$ cat src/rtl/cba_pkg.sv
// Shared definitions for the pipelined carry-bypass adder.
//   CBA_CNT_W    width of the bypass statistics counter
//   CBA_MAX_W    widest operand the stage payload can carry
//   cba_stage_t  per-stage payload: operands, partial sum, carry
//   cba_sat_add  saturating add used by the bypass counter
package cba_pkg;

  localparam int CBA_CNT_W = 16;
  localparam int CBA_MAX_W = 128;

  // Operands travel down the pipe whole; each stage only consumes its own
  // slice, and synthesis drops the bits that no later stage reads.
  typedef struct packed {
    logic [CBA_MAX_W-1:0] a;
    logic [CBA_MAX_W-1:0] b;
    logic [CBA_MAX_W-1:0] sum;
    logic                 carry;
  } cba_stage_t;

  function automatic logic [CBA_CNT_W-1:0] cba_sat_add(
    input logic [CBA_CNT_W-1:0] acc,
    input logic [CBA_CNT_W-1:0] inc
  );
    logic [CBA_CNT_W:0] full;
    full = {1'b0, acc} + {1'b0, inc};
    return full[CBA_CNT_W] ? {CBA_CNT_W{1'b1}} : full[CBA_CNT_W-1:0];
  endfunction

endpackage

$ cat src/rtl/cba_block.sv
// One combinational carry-bypass block of BLK bits.
// Ports:
//   a, b  BLK-bit addend slices
//   cin   carry into the block
//   sum   BLK-bit sum slice
//   cout  carry out: cin when the whole block propagates, else ripple carry
//   p     group propagate (AND of a^b over the block)
module cba_block
  import cba_pkg::*;
#(
  parameter int BLK = 4
) (
  input  logic [BLK-1:0] a,
  input  logic [BLK-1:0] b,
  input  logic           cin,
  output logic [BLK-1:0] sum,
  output logic           cout,
  output logic           p
);

  logic [BLK-1:0] pv;
  logic [BLK-1:0] gv;
  logic [BLK:0]   rc;

  assign pv = a ^ b;
  assign gv = a & b;

  always_comb begin
    rc    = '0;
    rc[0] = cin;
    for (int i = 0; i < BLK; i++) begin
      rc[i+1] = gv[i] | (pv[i] & rc[i]);
    end
  end

  assign sum  = pv ^ rc[BLK-1:0];
  assign p    = &pv;
  // When every bit propagates the ripple carry equals cin anyway; taking cin
  // directly is what shortens the critical path.
  assign cout = p ? cin : rc[BLK];

endmodule

$ cat src/rtl/carry_bypass_adder_pipe.sv
// Pipelined carry-bypass adder with valid/ready handshakes on both sides.
// Computes {cout,sum} = a + b + cin in L = WIDTH/(BLK*BPS) stages; stage k
// resolves bypass blocks k*BPS .. k*BPS+BPS-1. Stalls collapse bubbles.
// Ports:
//   clk, rst_n            clock, synchronous active-low reset
//   in_valid/in_ready     operand handshake; a, b, cin operands
//   out_valid/out_ready   result handshake; sum, cout result
//   stat_clr, bypass_cnt  bypass statistics (only with CBA_BYPASS_STATS_EN)
// Build option: define CBA_BYPASS_STATS_EN to add the saturating counter of
// bypassed blocks per accepted beat.
module carry_bypass_adder_pipe
  import cba_pkg::*;
#(
  parameter int WIDTH = 16,
  parameter int BLK   = 4,
  parameter int BPS   = 2
) (
  input  logic                 clk,
  input  logic                 rst_n,
  input  logic                 in_valid,
  output logic                 in_ready,
  input  logic [WIDTH-1:0]     a,
  input  logic [WIDTH-1:0]     b,
  input  logic                 cin,
  output logic                 out_valid,
  input  logic                 out_ready,
  output logic [WIDTH-1:0]     sum,
  output logic                 cout
`ifdef CBA_BYPASS_STATS_EN
  ,
  input  logic                 stat_clr,
  output logic [CBA_CNT_W-1:0] bypass_cnt
`endif
);

  localparam int SPAN = BLK * BPS;
  localparam int L    = WIDTH / SPAN;
  localparam int NBLK = WIDTH / BLK;

  if ((WIDTH % SPAN) != 0 || WIDTH > CBA_MAX_W) begin : g_bad_cfg
    $error("carry_bypass_adder_pipe: WIDTH must be a multiple of BLK*BPS and fit cba_stage_t");
  end

  cba_stage_t      stage_q [L];
  logic            vld_q   [L];
  logic [L-1:0]    adv;
  logic [NBLK-1:0] blk_p;

  // A stage may take new contents when it is empty or its contents move on
  // in the same cycle; evaluated from the output end backwards.
  always_comb begin
    adv      = '0;
    adv[L-1] = !vld_q[L-1] || out_ready;
    for (int k = L - 2; k >= 0; k--) begin
      adv[k] = !vld_q[k] || adv[k+1];
    end
  end

  assign in_ready = rst_n && adv[0];

  for (genvar k = 0; k < L; k++) begin : g_stage
    cba_stage_t      src;
    cba_stage_t      stage_d;
    logic            up_vld;
    logic [BPS:0]    c;
    logic [SPAN-1:0] s;

    if (k == 0) begin : g_first
      always_comb begin
        src              = '0;
        src.a[WIDTH-1:0] = a;
        src.b[WIDTH-1:0] = b;
        src.carry        = cin;
      end
      assign up_vld = in_valid;
    end else begin : g_next
      assign src    = stage_q[k-1];
      assign up_vld = vld_q[k-1];
    end

    assign c[0] = src.carry;

    for (genvar j = 0; j < BPS; j++) begin : g_blk
      localparam int LSB = (k * BPS + j) * BLK;
      cba_block #(.BLK(BLK)) u_blk (
        .a    (src.a[LSB +: BLK]),
        .b    (src.b[LSB +: BLK]),
        .cin  (c[j]),
        .sum  (s[j*BLK +: BLK]),
        .cout (c[j+1]),
        .p    (blk_p[k*BPS + j])
      );
    end

    always_comb begin
      stage_d                    = src;
      stage_d.sum[k*SPAN +: SPAN] = s;
      stage_d.carry              = c[BPS];
    end

    // Payload is only loaded with a real beat, so an empty slot or a
    // stalled output never sees its data change.
    always_ff @(posedge clk) begin
      if (!rst_n) begin
        vld_q[k]   <= 1'b0;
        stage_q[k] <= '0;
      end else if (adv[k]) begin
        vld_q[k] <= up_vld;
        if (up_vld) begin
          stage_q[k] <= stage_d;
        end
      end
    end
  end

  assign out_valid = vld_q[L-1];
  assign sum       = stage_q[L-1].sum[WIDTH-1:0];
  assign cout      = stage_q[L-1].carry;

`ifdef CBA_BYPASS_STATS_EN
  logic [CBA_CNT_W-1:0] bypass_cnt_q;
  logic [CBA_CNT_W-1:0] in_p_cnt;

  // Counted from the raw operands at acceptance so the count never waits on
  // the pipe draining.
  always_comb begin
    in_p_cnt = '0;
    for (int g = 0; g < NBLK; g++) begin
      in_p_cnt = in_p_cnt + CBA_CNT_W'(&(a[g*BLK +: BLK] ^ b[g*BLK +: BLK]));
    end
  end

  always_ff @(posedge clk) begin
    if (!rst_n) begin
      bypass_cnt_q <= '0;
    end else if (stat_clr) begin
      bypass_cnt_q <= '0;
    end else if (in_valid && in_ready) begin
      bypass_cnt_q <= cba_sat_add(bypass_cnt_q, in_p_cnt);
    end
  end

  assign bypass_cnt = bypass_cnt_q;
`endif

  // Block propagates feed only the bypass muxes; consumed operand slices of
  // later stages are dead by construction.
  logic unused_sink;
  always_comb begin
    unused_sink = ^blk_p;
    for (int k = 0; k < L; k++) begin
      unused_sink = unused_sink ^ (^stage_q[k]);
    end
  end

endmodule

$ cat config.mk
export PLATFORM = sky130hd
export DESIGN_NAME = carry_bypass_adder_pipe
export DESIGN_NICKNAME = d
export VERILOG_FILES = /design/src/rtl/cba_pkg.sv /design/src/rtl/cba_block.sv /design/src/rtl/carry_bypass_adder_pipe.sv
export SDC_FILE = /design/constraint.sdc
export NUM_CORES = 1
export LEC_CHECK = 0
export CORE_MARGIN = 4
export CORE_UTILIZATION = 40
export DETAILED_ROUTE_END_ITERATION = 6
export PLACE_DENSITY = 0.64
export SLEW_MARGIN = 20
export SYNTH_ARGS = -nofsm -noshare
export SYNTH_HDL_FRONTEND = slang
export SYNTH_SLANG_ARGS = --single-unit
$ cat constraint.sdc
create_clock -name clk -period 13.5 [get_ports clk]
set_input_delay 3.375 -clock clk [delete_from_list [all_inputs] [get_ports clk]]
set_output_delay 3.375 -clock clk [all_outputs]
set_load 0.02 [all_outputs]
==> metrics, run 1 <==
Min-Delay Path Class=flip-flop to flip-flop; GP Congestion=0.7877; core area=~0.0056 mm2; area grow syn2layout=29.33%; Starting Density=roughly 42%; Seq/Total Area, Yosys=a little over half; EDFF count, synth=43; final WL=roughly 3700 um; antenna violations before repair=0; hold_buf cts=0; largest net degree at the start of global routing=26; count leader, synth=edfxtp_1; Ant. Diodes=0; Cell variety after synth=21; Clock transition at path regs=approximately 0.08 ns; CP Class=input port to primary output; antenna-violating nets left=0; clk_skew=around 0.0022 ns; Die H=roughly 85 um; CP Launch Type=input port; Worst slew margin=about a third; Final Instance Area=roughly 0.003 mm2; slowest CP cell=clkdlybuf4s50_1; post-synth top area share=~54%; fmax=roughly 120 MHz; PwrDens=between 90 and 100 mW/mm2; cell taking the most area after synthesis=edfxtp_1; vias=1292; Crit. End Element=primary output; layout cells sized above 1=18.89%; Finish-stage setup viols=0; Die X=about 85 um; synth warn=0; DP Wirelength=just over 3000 um; GRT Total Usage=11.10%; # IOs=56; via-per-instance ratio=about 4.5; Clock Tree Root=clkbuf_8; crit share post-route=60.58%; Synth top cells by count=edfxtp_1 (43), and2_4 (27), fa_1 (16), ha_1 (16), inv_1 (14); critical path peak fanout=8; Post-synth ARST share=0%; Cell Chain, Critical Path=clkdlybuf4s50_1, and2_1, clkdlybuf4s50_1; Mean Syn Cell Area=15.19 um2; actual slew at the worst max-slew pin=between 0.9 and 1 ns; vias in the first global route=roughly 1400; largest delay contributor family on the critical path=buffers and inverters; Critical Path Most Common Cell=clkdlybuf4s50_1; Finished Core Util=around 55%; status=completed; die area=between 0.007 and 0.008 mm2; top post-synthesis cells by area=edfxtp_1 (54%), fa_1 (13%), and2_4 (9.9%); crit path DAT=about 4.8 ns; Tmin final=~8.2 ns; CTS tree=built; 1st-iter DRT viols=22; Primary FF master, synth=edfxtp_1; dpl cell area=0.002992 mm2; post-CTS setup buffer count=0; Wirelength per Cell=around 13 um; Peak supply drop=between 0.04 and 0.05 mV; TritonCTS Buffers=5; CTS Buffer Depth=2; drc violations=0; H-tree levels=2; NumNets Final=approximately 290; Setup WS post-layout=5.321 ns; WP buf/inv=2; DP Worst Slack=between 5 and 6 ns; Core Rows=27; unrepaired setup endpoints after global routing=false; Leak=~0.0013 uW; Hold Vio Cnt, Final=0; clk_lat worst skew=0.29 ns; port bufs=55; Max Cap Viol=0; fin. max-slew vios=0; Critical Path RT=about 10 ns; first-pass GRT wire length=~6400 um; clock sinks=44; Total Neg Setup Slack=0 ns; Post-CTS Resized=0; TritonRoute pass-1 iters=4; synthesized area=~0.0024 mm2; syn_nets=between 200 and 250; fillers=approximately 490; Synth Register Bits=between 40 and 50; biggest cell delay along the critical path=about 0.63 ns; Synth Instances=between 150 and 200; GR Overflow Total=0
==> power by group <==
group,switching (uW),total (uW),internal [uW],leakage [uW]
registers,4.84,166,162,0.000475
clock network,44.9,81.5,36.6,0.0000404
logic,24.9,55.0,30.1,0.000775
total,74.7,303,228,0.00129
==> worst paths after layout <==
path                            depth (start not counted)            start  slack (ns)        endpoint
worst min register to register                          1    stage_q[0][2]        0.52   stage_q[1][2]
worst min-delay path                                    1    stage_q[0][2]        0.52   stage_q[1][2]
worst max-delay path                                    3            rst_n        5.32        in_ready
worst max register to register                         13  stage_q[0][137]        9.03  stage_q[1][16]
==> cells in the final DEF, fill, tap and decap left out, types with 2 or more instances in the layout <==
cell             synthesis  routed
mux2_2                   2       2
and2_4                  27      27
nor2_1                   4       4
clkbuf_8                 0       5
clkinvlp_4               0       2
fa_1                    16      16
nand3_1                  2       2
nand2_1                  6       6
edfxtp_1                43      43
o211a_1                  2       2
inv_1                   14      14
nand4_1                  4       4
clkdlybuf4s50_1          0      55
ha_1                    16      16
and2_1                  10      10
==> sequential cells by signal, indices dropped and copies added (netlist names) <==
name	count
stage_q	42
vld_q	2
==> worst reg2reg max path, cell delays in order (launching register included) <==
cell and delay (ns):
edfxtp_1 0.41, inv_1 0.09, fa_1 0.16, inv_1 0.05, fa_1 0.44, fa_1 0.46, fa_1 0.43, mux2_2 0.32
fa_1 0.46, fa_1 0.48, fa_1 0.44, inv_1 0.08, fa_1 0.41, nor2_1 0.11
==> per-layer routing <==
metal  global-route usage [%]  up-vias  part of all wire (%)
met5                        0        -                     0
met4                    3.453        0                  0.97
met3                    2.816        4                   5.6
met2                    20.55       36                    54
met1                    12.37      616                    39
li1                         -      636                     -
==> final cells by class <==
type | count | area, um2 | share of cell area [%]
multi-input combinational | 95 | 983.4 | 31.89
inverter | 15 | 56.30 | 1.826
sequential | 44 | 1311 | 42.52
tap | 72 | 90.09 | 2.921
clock buffer | 5 | 68.82 | 2.231
timing repair buffer | 55 | 550.5 | 17.85
clock inverter | 3 | 23.77 | 0.7708
==> kinds of logic after synthesis <==
kind of cell	count (synthesis)	synth area share [%]
buffers and inverters	18	3.777
flip-flops	44	54.98
multiplexers	2	0.9443
AO/OA/AOI/OAI	3	1.154
AND/OR/NAND/NOR	58	17.31
adder cells (fa/ha/maj)	32	21.83
==> per-stage QoR <==
| step | power [uW] | hold WS (ns) | instances |
|---|---|---|---|
| after floorplan | 197.8 | 0.4967 | 157 |
| after global placement | 223.6 | 0.5140 | 281 |
| after detailed placement | 226.0 | 0.5034 | 281 |
| after CTS | 307.3 | 0.5183 | 289 |
| after global routing | 318.6 | 0.5512 | 289 |
| final | 303.0 | 0.5220 | 289 |
No activity file was read; power rests on OpenSTA's default activity.
==> inputs of run 2 (changes only) <==
PLACE_DENSITY = 0.67   (was 0.64)
clock period = 6.7 ns   (was 13.5 ns; I/O delays follow)
==> run 2 against run 1 <==
Net effect:
- combinational power is 100% higher
- global-route usage is 0.16 points lower
- cell count stayed put
- routed wire length is 2.3% lower
- critical path depth is 11 higher
- critical path type is now input port to flip-flop
- largest cell class unchanged
- largest power group unchanged
- highest routed layer unchanged
==> metrics, run 2 (same netlist as run 1, synthesis figures left out) <==
fmax=~190 MHz; Top Layer Used=met4; PwrDens=195.9 mW/mm2; Wirelength per Cell=approximately 13 um; reg2reg path depth=13; first-pass GRT wire length=6106 um; hold_buf cts=0; area grow syn2layout=28.91%; Internal=roughly 460 uW; antenna violations before repair=0; GP Congestion=0.7724; Hold Vio Cnt, Final=0; crit path DAT=roughly 5.5 ns; most frequent cells in the layout=clkdlybuf4s50_1 (55), edfxtp_1 (43), and2_4 (27); Cell Chain, Critical Path=clkdlybuf4s50_1, inv_1, fa_1, inv_1, fa_1, fa_1, fa_1, mux2_2, fa_1, fa_1, fa_1, inv_1, fa_1, nor2_1; Die X=around 85 um; Min-Delay Path Class=flip-flop to flip-flop; biggest regs=stage_q: 42 flops, vld_q: 2 flops; clk_lat worst skew=roughly 0.3 ns; NumNets Final=between 200 and 300; CP Class=input port to flip-flop; met3 wire len=around 230 um; slowest CP cell=clkdlybuf4s50_1; Clock Tree Root=clkbuf_8; switching power share of the total=24.15%; reg2reg setup slack=2.22 ns; Core Rows=27; DP Worst Slack=approximately 1 ns; largest net degree at the start of global routing=26; Crit. End Element=flip-flop; reg2reg end=stage_q[1][16]; Leak=~0.0013 uW; CTS Buffer Depth=2; TritonRoute pass-1 iters=4; Max Cap Viol=0; via-per-instance ratio=~4.4; Setup crit start=a[0]; Worst slew margin=33.11%; Hold WS=roughly 0.52 ns; Worst Hold Launch=stage_q[0][2]; final WL=roughly 3600 um; actual slew at the worst max-slew pin=about 1 ns; GRT Total Usage=between 10% and 20%; Finish-stage setup viols=0; worst reg2reg path startpoint=stage_q[0][0]; core area=0.005642 mm2; antenna-violating nets left=0; clock sinks=44; status=completed; Starting Density=42.27%; TritonCTS Buffers=5; CP Launch Type=input port; Finished Core Util=between 50% and 60%; largest delay contributor family on the critical path=adder cells; Largest register FFs=42; layout cells sized above 1=around 18%; Setup WS post-layout=approximately 1.3 ns; Largest Register=stage_q; H-tree levels=2; biggest cell delay along the critical path=approximately 0.43 ns; clk_skew=0.007157 ns; unrepaired setup endpoints after global routing=false; vias=about 1300; Logic pwr share=between 10% and 20%; die area=between 0.007 and 0.008 mm2; commonest non-fill, non-tap cell in the layout=clkdlybuf4s50_1; met2 wire len=roughly 1800 um; Total Neg Setup Slack=0 ns; post-CTS setup buffer count=0; Clock power frac=26.0%; 1st-iter DRT viols=48; fin. max-slew vios=0; Critical Path Most Common Cell=fa_1; Hold Path Sink=stage_q[1][2]; Peak supply drop=between 0.09 and 0.1 mV; GR Overflow Total=0; net switching power figure=145.4 uW; Ant. Diodes=0; port bufs=55; met1 wire length=roughly 1600 um; Tmin final=approximately 5.4 ns; vias in the first global route=around 1400; WP buf/inv=4; Critical Path RT=6.86 ns; Worst Hold Depth=1; CTS tree=built; Die H=between 80 and 90 um; DP Wirelength=2948 um; # IOs=56; sequential share of power=55.7%; critical path peak fanout=2; Clock transition at path regs=around 0.07 ns; drc violations=0; Post-CTS Resized=0; crit share post-route=between 80% and 90%; Crit path depth=14
## run 2: cell types whose count changed in the layout (fill, tap and decap cells not counted), sizes merged
cell and delta:
clkinv +2, clkinvlp -2
## run 2: per-stage QoR
| step | instances | cell area, um2 | total power (uW) |
|---|---|---|---|
| finish | 289 | 3074 | 602.3 |
| global route | 289 | 3074 | 638.2 |
| CTS | 289 | 3074 | 610.9 |
| detailed placement | 281 | 2992 | 454.7 |
| global placement | 281 | 2992 | 451.3 |
| floorplan | 157 | 2385 | 398.5 |
## run 2: power groups by stage
stage,registers [uW],logic (uW),clock network [uW]
5_1_grt,338,124,176
2_1_floorplan,350,48.5,0
3_3_place_gp,341,110,0
6_report,335,110,157
4_1_cts,336,113,162
3_5_place_dp,342,113,0
## run 2: area by class of cell
type,count,area [um2]
clock buffer,5,68.82
clock inverter,3,13.76
fill,495,2567
inverter,15,56.30
multi-input combinational,95,983.4
sequential,44,1311
tap,72,90.09
timing repair buffer,55,550.5
## run 2: worst max-delay path by stage
stage	endpoint	slack [ns]
after global routing	stage_q[0][8]	1.16
after floorplan	stage_q[0][8]	1.59
after detailed placement	stage_q[0][8]	1.00
after CTS	stage_q[0][8]	1.31
after global placement	stage_q[0][8]	1.07
final	stage_q[0][8]	1.33
## run 2: per-layer routing
metal	global-route usage (%)	vias to the layer above
li1	-	638
met4	4.748	0
met2	17.80	41
met3	3.398	7
met5	0	-
met1	13.38	586
